===== src/rtl/branch_predictor.sv =====
// Bimodal/gshare direction predictor with a direct-mapped tagged BTB and saturating stats.
// Lookup is combinational with zero latency; training lands on the next edge; always ready, no backpressure.
module branch_predictor #(
    parameter int ADDR_WIDTH = 32,
    parameter int IDX_BITS   = 6,
    parameter int TAG_BITS   = 8,
    parameter int CTR_BITS   = 2,
    parameter int MODE       = 0,
    parameter int GHR_BITS   = 6
) (
    input  logic                  clk,
    input  logic                  rst,
    input  logic [ADDR_WIDTH-1:0] if_pc,
    output logic                  pred_hit,
    output logic                  pred_taken,
    output logic [ADDR_WIDTH-1:0] pred_target,
    output logic [GHR_BITS-1:0]   pred_ghr,
    input  logic                  upd_valid,
    input  logic [ADDR_WIDTH-1:0] upd_pc,
    input  logic                  upd_taken,
    input  logic [ADDR_WIDTH-1:0] upd_target,
    input  logic                  upd_uncond,
    input  logic [GHR_BITS-1:0]   upd_ghr,
    input  logic                  upd_mispredict,
    output logic [31:0]           stat_branches,
    output logic [31:0]           stat_mispredicts
);
    localparam int ENTRIES = 1 << IDX_BITS;
    localparam logic [CTR_BITS-1:0] CTR_MAX    = '1;
    localparam logic [CTR_BITS-1:0] CTR_WNT    = {1'b0, {(CTR_BITS-1){1'b1}}};
    localparam logic [CTR_BITS-1:0] CTR_WNT_P1 = {1'b1, {(CTR_BITS-1){1'b0}}};

    logic                  r_valid  [ENTRIES];
    logic [TAG_BITS-1:0]   r_tag    [ENTRIES];
    logic [ADDR_WIDTH-1:0] r_target [ENTRIES];
    logic [CTR_BITS-1:0]   r_ctr    [ENTRIES];
    logic [GHR_BITS-1:0]   r_ghr;
    logic [31:0]           r_stat_br;
    logic [31:0]           r_stat_mp;

    logic [IDX_BITS-1:0] w_if_idx;
    logic [TAG_BITS-1:0] w_if_tag;
    logic                w_if_hit;
    logic [IDX_BITS-1:0] w_upd_idx;
    logic [TAG_BITS-1:0] w_upd_tag;
    logic                w_upd_hit;
    logic [CTR_BITS-1:0] w_ctr_cur;
    logic [CTR_BITS-1:0] w_ctr_next;
    logic                w_upd_dir;
    logic                w_unused;

    // Lookup hashes with the live history, training with the snapshot carried down the pipe.
    assign w_if_idx  = (MODE == 1) ? (if_pc[IDX_BITS+1:2] ^ IDX_BITS'(r_ghr)) : if_pc[IDX_BITS+1:2];
    assign w_upd_idx = (MODE == 1) ? (upd_pc[IDX_BITS+1:2] ^ IDX_BITS'(upd_ghr)) : upd_pc[IDX_BITS+1:2];
    assign w_if_tag  = if_pc[IDX_BITS+1+TAG_BITS:IDX_BITS+2];
    assign w_upd_tag = upd_pc[IDX_BITS+1+TAG_BITS:IDX_BITS+2];

    assign w_if_hit    = !rst && r_valid[w_if_idx] && (r_tag[w_if_idx] == w_if_tag);
    assign w_upd_hit   = r_valid[w_upd_idx] && (r_tag[w_upd_idx] == w_upd_tag);
    assign w_upd_dir   = upd_taken | upd_uncond;

    assign pred_hit         = w_if_hit;
    assign pred_taken       = w_if_hit && r_ctr[w_if_idx][CTR_BITS-1];
    assign pred_target      = pred_taken ? r_target[w_if_idx] : if_pc + ADDR_WIDTH'(4);
    assign pred_ghr         = rst ? '0 : r_ghr;
    assign stat_branches    = rst ? '0 : r_stat_br;
    assign stat_mispredicts = rst ? '0 : r_stat_mp;

    assign w_unused = ^{if_pc, upd_pc, upd_ghr};

    always_comb begin
        w_ctr_cur  = r_ctr[w_upd_idx];
        w_ctr_next = w_ctr_cur;
        if (!w_upd_hit) begin
            w_ctr_next = upd_uncond ? CTR_MAX : (upd_taken ? CTR_WNT_P1 : CTR_WNT);
        end else if (upd_uncond) begin
            w_ctr_next = CTR_MAX;
        end else if (upd_taken && (w_ctr_cur != CTR_MAX)) begin
            w_ctr_next = w_ctr_cur + CTR_BITS'(1);
        end else if (!upd_taken && (w_ctr_cur != '0)) begin
            w_ctr_next = w_ctr_cur - CTR_BITS'(1);
        end
    end

    always_ff @(posedge clk) begin
        if (rst) begin
            for (int i = 0; i < ENTRIES; i++) begin
                r_valid[i]  <= 1'b0;
                r_tag[i]    <= '0;
                r_target[i] <= '0;
                r_ctr[i]    <= CTR_WNT;
            end
            r_ghr     <= '0;
            r_stat_br <= '0;
            r_stat_mp <= '0;
        end else if (upd_valid) begin
            // Direct-mapped: a miss simply overwrites whatever lived at this index.
            if (!w_upd_hit) begin
                r_valid[w_upd_idx]  <= 1'b1;
                r_tag[w_upd_idx]    <= w_upd_tag;
                r_target[w_upd_idx] <= upd_target;
            end else if (upd_taken) begin
                r_target[w_upd_idx] <= upd_target;
            end
            r_ctr[w_upd_idx] <= w_ctr_next;
            r_ghr            <= GHR_BITS'({r_ghr, w_upd_dir});
            if (r_stat_br != 32'hFFFF_FFFF) begin
                r_stat_br <= r_stat_br + 32'd1;
            end
            if (upd_mispredict && (r_stat_mp != 32'hFFFF_FFFF)) begin
                r_stat_mp <= r_stat_mp + 32'd1;
            end
        end
    end
endmodule

===== config.mk =====
export PLATFORM = sky130hd
export DESIGN_NAME = branch_predictor
export DESIGN_NICKNAME = d
export VERILOG_FILES = /design/src/rtl/branch_predictor.sv
export SDC_FILE = /design/constraint.sdc
export NUM_CORES = 2
export LEC_CHECK = 0
export BUFFER_PORTS_ARGS = -buffer_cell sky130_fd_sc_hd__buf_2
export CAP_MARGIN = 20
export CORE_MARGIN = 1
export CORE_UTILIZATION = 45
export DETAILED_ROUTE_END_ITERATION = 8
export PLACE_DENSITY = 0.69
export SLEW_MARGIN = 15
export SYNTH_ARGS = -nofsm -noshare
export SYNTH_HDL_FRONTEND = slang
export SYNTH_SLANG_ARGS = --single-unit

===== constraint.sdc =====
create_clock -name clk -period 13 [get_ports clk]
set_clock_uncertainty 0.2 [all_clocks]
set_input_delay 1.95 -clock clk [delete_from_list [all_inputs] [get_ports clk]]
set_output_delay 1.95 -clock clk [all_outputs]
set_load 0.03 [all_outputs]

# After elaboration in Yosys (flattened, before gate mapping)
# Memory sizes are Yosys's and may differ from the RTL's.
# Cells that the tools add are included.
[totals]
register_bits = 70
latchBits = 0
mem_bits_rw = 2752
mem_bits_ro = 0
inputBits = 108
out_inout_bits = 104
elab_cells = 72
mem_count = 4
[op_classes]
add_sub_neg = 5
n_mul = 0
n_div = 0
order_cmp = 0
n_eq_ne = 5
n_shift = 0
n_mux = 37
bitwise_logic = 2
n_reduce_logical = 16
[mem_list]
columns = ["name", "depth", "width", "read_ports", "rd_clocked_by_memory_dff", "write_ports", "line", "text"]
rows = [
  ["r_target", 64, 32, 1, 0, 64, "35", "logic [ADDR_WIDTH-1:0] r_target [ENTRIES];"],
  ["r_tag", 64, 8, 2, 0, 64, "34", "logic [TAG_BITS-1:0] r_tag [ENTRIES];"],
  ["r_ctr", 64, 2, 2, 0, 64, "36", "logic [CTR_BITS-1:0] r_ctr [ENTRIES];"],
  ["r_valid", 64, 1, 2, 0, 64, "33", "logic r_valid [ENTRIES];"],
]
[op_table]
columns = ["op", "count"]
rows = [
  ["32-bit 2-to-1 mux", 5],
  ["32-bit by 1-bit adder with 32-bit output, second input constant", 2],
  ["32-bit != test, second input constant", 2],
  ["32-bit by 3-bit adder with 32-bit output, second input constant", 1],
  ["32-bit OR reduction", 1],
  ["6-bit 2-to-1 mux", 5],
  ["1-bit 2-to-1 mux", 19],
  ["8-bit equality test", 2],
  ["2-bit 2-to-1 mux", 7],
  ["8-bit 2-to-1 mux", 1],
  ["8-bit OR reduction", 1],
  ["1-bit logical AND", 7],
  ["2-bit AND reduction", 2],
  ["2-bit by 1-bit adder with 2-bit output, second input constant", 1],
  ["1-bit logical NOT", 2],
  ["2-bit != test, second input constant", 1],
  ["1-bit OR", 2],
  ["2-bit nonzero test", 1],
  ["2-bit OR reduction", 1],
  ["2-bit by 1-bit subtractor with 2-bit output, second input constant", 1],
  ["1-bit OR reduction", 1],
]

# Depth between registers and ports, before layout
# An unclocked memory read counts as a cell.
[logic_depth]
ltp_word = 10
ltp_mapped = 19
mapped_depth_nobuf = 12

# Worst setup path after synthesis
# Ideal clock, no wire load.
[synth_path]
path_kind = "in2out"
start = "input if_pc[2]"
end = "output pred_target[12]"
arrival_ns = 5.569
slack_ns = 5.281
cell_stages = 10
path_buffers = 6
path_cell_list = "buf_2 > buf_4 > buf_2 > buf_4 > clkbuf_1 > buf_1 > mux4_2 > mux4_2 > mux4_2 > mux2_2"
[synth_via]
elab_chain_cells = 5
word_cells_on_any_way = 10
cone_classes = "1 x add/sub; 1 x eq/ne; 1 x mux; 3 x reduce/logical; 4 x memory"
[synth_lines]
columns = ["item", "line", "text"]
rows = [
  ["start: declaration", "13", "input logic [ADDR_WIDTH-1:0] if_pc,"],
  ["memory 64 x 8 bit or memory 64 x 1 bit (tied branches)", "--", ""],
  ["8-bit equality test or 1-bit logical AND (tied branches)", "58", "assign w_if_hit = !rst && r_valid[w_if_idx] && (r_tag[w_if_idx] == w_if_tag);"],
  ["1-bit logical AND", "58", ""],
  ["1-bit logical AND", "63", "assign pred_taken = w_if_hit && r_ctr[w_if_idx][CTR_BITS-1];"],
  ["32-bit 2-to-1 mux *", "64", "assign pred_target = pred_taken ? r_target[w_if_idx] : if_pc + ADDR_WIDTH'(4);"],
  ["end: declaration", "16", "output logic [ADDR_WIDTH-1:0] pred_target,"],
]
# Every way passes the cells marked *; elsewhere a longest branch is shown, timed or not.

# Worst setup path after layout
[layout_path]
start = "input if_pc[3]"
end = "output pred_target[3]"
# Same word-level chain as after synthesis.

==> impl_results.md <==
- Min-Delay Endpoint: r_stat_mp[30]
- Fin area: 149000 um2
- Grt ovf: 0
- DRC: 0
- # Post-CTS Setup Buffers: 0
- CP max-delay cell: o31ai_1
- Initial DRC count: 13900
- Crit path cell chain: buf_8 -> buf_12 -> buf_12 -> mux4_2 -> mux4_2 -> nor2_1 -> o31ai_1 -> xnor2_1 -> nand4b_1 -> nor4b_4 -> buf_4 -> mux2_1 -> buf_2
- Worst Hold Class: reg -> reg
- Synth area leaders: edfxtp_1 (59%), mux4_2 (15%), and3_1 (12%)
- # rows: 202
- Setup_tns: 0 ps
- Clk slew on worst S/H paths: 60 ps
- Largest area contributor in the netlist: edfxtp_1
- Final setup fails: 0
- Vias in the first global route: 85800
- Net Count, Synth: 9272
- Initial Util: 0.452
- Final GP Congestion: 0.970
- FF-to-FF Start: r_tag[58][5]
- Arrival @ worst endpoint: 8020 ps
- Leakage Power: 59.0 nW
- FFs w/ async S/R, synth: 0
- Global-route wire length before repair: 614 mm
- WL/cell: 33.8 um
- Syn Inst Count: 9159
- Register area: 83400 um2
- P&R area growth vs syn: 9.06%
- Slowest stage delay, CP: 800 ps
- Max cap viols: 0
- Die Y: 553 um
- Cell Area, Placed: 139000 um2
- Synth top area share: 0.590
- FF-to-FF End: r_target[39][1]
- Fillers: 24700
- Unique masters post-synth: 74
- DP Wirelength: 245 mm
- Seq/Total Area, Yosys: 0.610
- CTS tree: built
- Die W: 553 um
- R2r setup slk: 6480 ps
- Outcome: finished, final reports clean
- Clock sink count: 2822
- Slew Viols, Final: 0
- Post-Synthesis Cell Area: 137000 um2
- Hold Fails Final Rpt: 0
- Hold buffers post-CTS: 0
- Post-synth EDFFs: 2688
- DR pass1 iterations: 6
- Core ar.: 303000 um2
- I/O pin cnt: 212
- Met3 routed WL: 54.3 mm
- Htree depth: 5
- Area of the multi-input gates: 48200 um2
- CP required: 10850 ps
- Total die area: 306000 um2
- DR vias: 88200
- Avg Cell Area, Syn: 14.9 um2
- Worst rel slew slack: 0.0839
- Routed wire length: 435 mm
- CTS-repair resized insts: 0
- Crit. Startpoint: if_pc[3]
- Synth Register Bits: 2822
- Ys flop type: edfxtp_1
- Setup crit start kind: primary input
- Critical path type: in -> out
- Worst-Margin Slew: 1370 ps
- Final Non-Filler Cells: 12900
- Power per standard cell area: 139 nW/um2
- RSZ-0062 raised after global routing: no
- Final net count: 8734
- Top Layer Used: met5
- Top-count cell post-synth: edfxtp_1
- R2R cell count: 11
- Hold path depth: 2
- Clock Path Buffers: 4
- WP buf/inv: 5
- Share of cells above drive strength 1: 0.220
- Final Critical Period: 10170 ps
- Max FO, Critical Path: 135
- Critical Path End Type: output pin
- Peak Freq: 98.3 MHz
- Antenna viol nets, final: 0
- Met2 wire length: 202 mm
- Vias per std cell: 6.86
- Total GRT Usage: 0.276
- Synth Warn #: 0
- Crit-path leading delay family: buffers and inverters
- Clock latency on the worst-skew pair: 860 ps
- PortBufs: 187
- Root buf cell: clkbuf_16
- Fin crit share: 0.783
- Largest net degree at the start of global routing: 349
- Antenna violations before repair: 43
- Placed Cells: 12300
- Max VDD drop: 96.7 uV
- M1 WL: 152 mm
- Hold_sp: r_stat_mp[30]
- CTS Buf Count: 297
- Utilization after layout: 0.493
- Top cells by count, synth: edfxtp_1 (2688), and3_1 (2573), mux4_2 (908), clkbuf_1 (873), buf_2 (189)
-- cell families after synthesis --
| family | synth area share |
|---|---|
| buffers and inverters | 0.0430 |
| AOI/OAI and AO/OA | 0.0367 |
| xor gates and xnor gates | 0.00589 |
| DFF | 0.610 |
| and+or+nand+nor | 0.140 |
| adders and majority gates | 0.000457 |
| muxes | 0.164 |
-- per-stage QoR --
stage / total power [mW] / hold slack (ps) / setup WS (ps)
2_1_floorplan: 11.8 / 252 / 5280
3_3_place_gp: 12.5 / 271 / 3130
3_5_place_dp: 12.5 / 284 / 3120
4_1_cts: 20.7 / 292 / 3100
5_1_grt: 21.2 / 319 / 2900
6_report: 20.7 / 295 / 2830
-- routing by layer --
layer	GRT usage	up-vias
met4	0.153	14
li1	-	35300
met5	0	-
met2	0.435	6422
met3	0.0704	1327
met1	0.350	45100
-- state kept, by name (all words and copies together), names as in the netlist --
signal,cells
r_ctr,128
r_stat_mp,32
r_valid,64
r_stat_br,32
r_target,2048
r_tag,512
r_ghr,6
-- power breakdown --
part / switching, mW / internal, mW / total (mW) / leakage [nW]
Clock: 3.58 / 4.74 / 8.32 / 4.53
Sequential: 0.150 / 10.4 / 10.5 / 26.7
Combinational: 1.19 / 0.695 / 1.89 / 27.8
-- cell type report --
| class | instances | share of cell area |
|---|---|---|
| flip-flops and latches | 2822 | 0.559 |
| repair buffers | 412 | 0.0215 |
| diodes | 26 | 0.000436 |
| inverters | 19 | 0.000495 |
| well taps | 3978 | 0.0334 |
| clock inverters | 140 | 0.00768 |
| multi-input cells | 5069 | 0.323 |
| clock buffers | 388 | 0.0544 |
-- cell usage in the layout (no fill, tap or decap), types with 71 or more instances in the layout --
master     instances
edfxtp_1        2688
and3_1          2572
mux4_2           908
clkbuf_16        310
buf_4            188
buf_2            178
o21ai_0          156
dfxtp_1          134
nand2_1          125
nor2_1           118
mux2i_1           97
a221oi_1          85
a22o_1            83
nor2b_1           71
-- tightest hold or removal path, cell delays in order (launching register included) --
cell and delay (ps):
dfxtp_1 320, o21ai_0 70, a21oi_1 60
-- how the worst max path moves through the flow --
stage | cells after the start | to | slack [ps]
5_1_grt | 14 | pred_target[3] | 2900
4_1_cts | 14 | pred_target[3] | 3100
3_3_place_gp | 14 | pred_target[3] | 3130
6_report | 13 | pred_target[3] | 2830
2_1_floorplan | 10 | pred_target[12] | 5280
3_5_place_dp | 14 | pred_target[3] | 3120
(Power assumes the default switching activity.)
